`config.mk`:
```
export PLATFORM = sky130hd
export DESIGN_NAME = mux_scan_n
export DESIGN_NICKNAME = d
export VERILOG_FILES = /design/src/rtl/mux_scan_n.sv
export SDC_FILE = /design/constraint.sdc
export NUM_CORES = 1
export LEC_CHECK = 0
export CAP_MARGIN = 5
export CORE_MARGIN = 10
export CORE_UTILIZATION = 41
export DETAILED_ROUTE_END_ITERATION = 16
export PLACE_DENSITY_LB_ADDON = 0.2
export SYNTH_ARGS = -nofsm -noshare
export SYNTH_HDL_FRONTEND = slang
export SYNTH_SLANG_ARGS = --single-unit
```
`constraint.sdc`:
```
create_clock -name clock -period 2.6 [get_ports clock]
set_clock_uncertainty 0.05 [all_clocks]
set_input_delay 0.52 -clock clock [delete_from_list [all_inputs] [get_ports clock]]
set_output_delay 0.52 -clock clock [all_outputs]
set_load 0.05 [all_outputs]
```
`src/rtl/mux_scan_n.sv`:
```
// mux_scan_n: N-channel, W-bit registered multiplexer with manual select,
// round-robin scan with a programmable dwell time, and a sample-and-hold freeze.
// Every output comes from a register, so there is no combinational path from
// the inputs to the outputs.
module mux_scan_n #(
    parameter int WIDTH    = 4,
    parameter int CHANNELS = 4,
    parameter int DWELL    = 8,
    localparam int SELW    = $clog2(CHANNELS)
) (
    input  logic                      clock,
    input  logic                      resetn,
    input  logic [CHANNELS*WIDTH-1:0] data_in,
    input  logic [SELW-1:0]           sel,
    input  logic                      mode,
    input  logic                      hold,
    output logic [WIDTH-1:0]          out,
    output logic [SELW-1:0]           chan,
    output logic                      tick
);

    localparam int CNTW = $clog2(DWELL + 1);

    // Constants sized to their comparison partners to keep the compares width-exact.
    localparam logic [CNTW-1:0] CNT_LAST = CNTW'(DWELL - 1);
    localparam logic [SELW-1:0] CH_LAST  = SELW'(CHANNELS - 1);
    localparam logic [SELW:0]   CH_COUNT = (SELW + 1)'(CHANNELS);

    // Operating state is decoded fresh every cycle from the inputs; it is not stored.
    typedef enum logic [1:0] {
        OP_MANUAL,
        OP_SCAN,
        OP_HOLD
    } op_e;

    op_e                op;
    logic [SELW-1:0]    chan_reg, chan_next;
    logic [CNTW-1:0]    cnt_reg, cnt_next;
    logic [WIDTH-1:0]   out_reg, out_next;
    logic               tick_reg, tick_next;
    logic [WIDTH-1:0]   ch_data [CHANNELS];

    // Unpack the flat input bus into one entry per channel.
    genvar gi;
    generate
        for (gi = 0; gi < CHANNELS; gi++) begin : g_unpack
            assign ch_data[gi] = data_in[gi*WIDTH +: WIDTH];
        end
    endgenerate

    // Decode the operating state: hold overrides mode.
    always_comb begin
        op = OP_MANUAL;
        if (hold) begin
            op = OP_HOLD;
        end else if (mode) begin
            op = OP_SCAN;
        end
    end

    // Next-state logic for the channel, the dwell counter, the output data and tick.
    always_comb begin
        chan_next = chan_reg;
        cnt_next  = cnt_reg;
        out_next  = out_reg;
        tick_next = 1'b0;
        case (op)
            OP_MANUAL: begin
                // Requests for channels that do not exist are ignored.
                if ({1'b0, sel} < CH_COUNT) begin
                    chan_next = sel;
                end
                cnt_next = '0;
            end
            OP_SCAN: begin
                if (cnt_reg == CNT_LAST) begin
                    cnt_next  = '0;
                    chan_next = (chan_reg == CH_LAST) ? '0 : chan_reg + 1'b1;
                end else begin
                    cnt_next = cnt_reg + 1'b1;
                end
            end
            default: begin
                // Hold: everything keeps its value and out stops tracking data_in.
            end
        endcase
        if (op != OP_HOLD) begin
            out_next  = ch_data[chan_next];
            tick_next = (chan_next != chan_reg);
        end
    end

    // State registers; the asynchronous reset aborts any scan or hold in progress.
    always_ff @(posedge clock or negedge resetn) begin
        if (!resetn) begin
            chan_reg <= '0;
            cnt_reg  <= '0;
            out_reg  <= '0;
            tick_reg <= 1'b0;
        end else begin
            chan_reg <= chan_next;
            cnt_reg  <= cnt_next;
            out_reg  <= out_next;
            tick_reg <= tick_next;
        end
    end

    assign out  = out_reg;
    assign chan = chan_reg;
    assign tick = tick_reg;

endmodule

```
==> results.cfg <==
[global_routing]
grt_pass1_wl_mm = 3.00
grt_antenna_before_repair = 0
grt_pass1_vias = 648
overflow = 0
grt_max_degree = 12
grt.total_usage_pct = 10.7

[worst_setup_path]
rr_worst_depth = 7
worst-path-buf-inv = 2
timing.rr.end = out[1]
r2r-start = cnt_reg[0]
required_ns = 2.71
crit_type = input pin to flop
crit_path_start_kind = input pin
crit_chain = clkdlybuf4s50_1 > nor3b_2 > a221oi_2 > a31oi_2 > buf_4 > mux2i_1 > a222oi_1
arrival_ns = 2.36
crit_family = buffers and inverters
critPathMaxFanout = 9
cpPeakStageDelay_ns = 0.57
endpoint_kind = flop
crit_slowest_cell = clkdlybuf4s50_1
rrSetupSlack_ns = 0.48

[timing]
rsz0062_at_grt = false
tns_ns = 0
final_hold_viol_count = 0
finalMaxSlewViolations = 0
relSlewSlack_pct = 66.0
finalCritPeriodShare_pct = 86.8
period_needed_ns = 2.26
tightestPinTransition_ns = 0.509
fmax_mhz = 443
setup_violations = 0
whs_ns = 0.467
finalWorstSetupSlack_ns = 0.344

[power_and_ir_drop]
power_frac_clock_pct = 18.3
p_int_mw = 0.388
p_sw_share_pct = 38.8
p_switching_mw = 0.246
powerDensity_mw_per_mm2 = 634
seq_power_share_pct = 35.2
power.leakage_nw = 0.467
peakVddDrop_mv = 0.475
comb_power_share_pct = 46.5
totalPowerFinal_mw = 0.634

[clocking]
htree_levels = 1
clkTransAtPathRegs_ns = 0.07
numCtsBuffers = 3
clock-sinks = 11
cts_resized = 0
clk_latency_ns = 0.27
cts_setup_buffers = 0
cts_buffer_depth = 2
cts.root.buffer_cell = clkbuf_4
postCtsHoldBufs = 0
cts_tree = done

[logic_synthesis]
synth_edf_count = 0
yosysUniqueCellTypes = 26
syn-mean-instance-area_um2 = 10.4
syn_nets = 90
synth_area_um2 = 686
ys_warn_count = 0
synth_seq_area_share_pct = 40.1
ys_dominant_reg_cell = dfrtp_1
synth_seq_cells = 11
synth_cells = 66
async_reset_ff_share_pct = 100

[finish]
fin_nets = 122
diodes = 0
final_cell_mix = clkdlybuf4s50_1, dfrtp_1, mux2i_1
layout_commonest_cell = clkdlybuf4s50_1
fin_area_um2 = 1000
stdcell_count = 113
fin_util_pct = 64.9
area_growth_pct = 45.8
drive_gt1_share_pct = 12.4

[floorplan]
ios = 29
dieHeight_um = 60.9
dieArea_mm2 = 0.00371
num_rows = 14
initial_core_util_pct = 44.5
die_w_um = 60.9
core_region_area_mm2 = 0.00154

[route]
drtAntennaViolNets = 0
drc = 0
vias = 628
top_layer = met4
drt_iter0_drc = 27
routed_via_density = 5.56
wl_met3_um = 248
m1WireLength_um = 660
wirelength_mm = 1.79
met2_length_um = 865
first_pass_iters = 4
routedWlPerCell_um = 15.8

[placed_design]
pre_cts_slack_ns = 0.0710
dp_cells = 109
io_buffers = 28
placed_cell_area_um2 = 973
dp_hpwl_mm = 1.47
routabilityCongestion = 0.744

[min_path]
min-delay-start = cnt_reg[3]
min_path_cells = 1
min_to = cnt_reg[3]
hold_class = flop to flop

[run_status]
status = complete, no violations

[job]
drv_cap = 0
==> area by class of cell <==
| type | instances | area (µm²) |
|---|---|---|
| fillers | 135 | 542 |
| multi-input cells | 45 | 357 |
| repair buffers | 30 | 295 |
| flip-flops and latches | 11 | 275 |
| clock buffers | 4 | 26.3 |
| inverters | 7 | 26.3 |
| well taps | 16 | 20.0 |
==> worst max-delay path by stage <==
| stage | start | depth (start not counted) | slack, ns | end |
|---|---|---|---|---|
| after floorplan | chan[0] | 7 | 0.58 | out[0] |
| after global placement | mode | 7 | 0.19 | out[0] |
| after detailed placement | mode | 7 | 0.07 | out[1] |
| after CTS | mode | 7 | 0.35 | out[1] |
| after global routing | mode | 7 | 0.18 | out[1] |
| final | mode | 7 | 0.34 | out[1] |
==> power by group through the flow <==
stage / logic [mW] / clock network [mW] / registers, mW
floorplan: 0.111 / 0 / 0.308
global placement: 0.293 / 0 / 0.224
detailed placement: 0.297 / 0 / 0.226
CTS: 0.299 / 0.121 / 0.223
global route: 0.318 / 0.128 / 0.227
finish: 0.295 / 0.116 / 0.223
==> metal layers <==
layer / global-route usage (%) / vias up
met5: 0 / -
met4: 3.76 / 0
met3: 6.89 / 2
met2: 17.3 / 30
met1: 11.0 / 288
li1: - / 308
==> cell families (layout without fill, tap and decap cells) <==
group / Yosys count / after routing / share of synthesized area (%)
buffers and inverters: 10 / 41 / 7.85
AND/OR/NAND/NOR: 16 / 16 / 13.9
adder cells (fa/ha/maj): 2 / 2 / 3.65
AO/OA/AOI/OAI: 18 / 18 / 21.4
multiplexers: 9 / 9 / 13.1
flip-flops: 11 / 11 / 40.1
==> cells in the mapped netlist, types with 2 or more instances <==
cell      number  area, µm²
a222oi_1       4       40.0
buf_6          2       22.5
dfrtp_1       11        275
ha_1           2       25.0
inv_1          6       22.5
mux2i_1        9       90.1
nand2_1        7       26.3
nor2_1         3       11.3
o21ai_1        4       20.0
o22ai_1        2       12.5
Note: power is estimated with default switching activity, not from simulation.
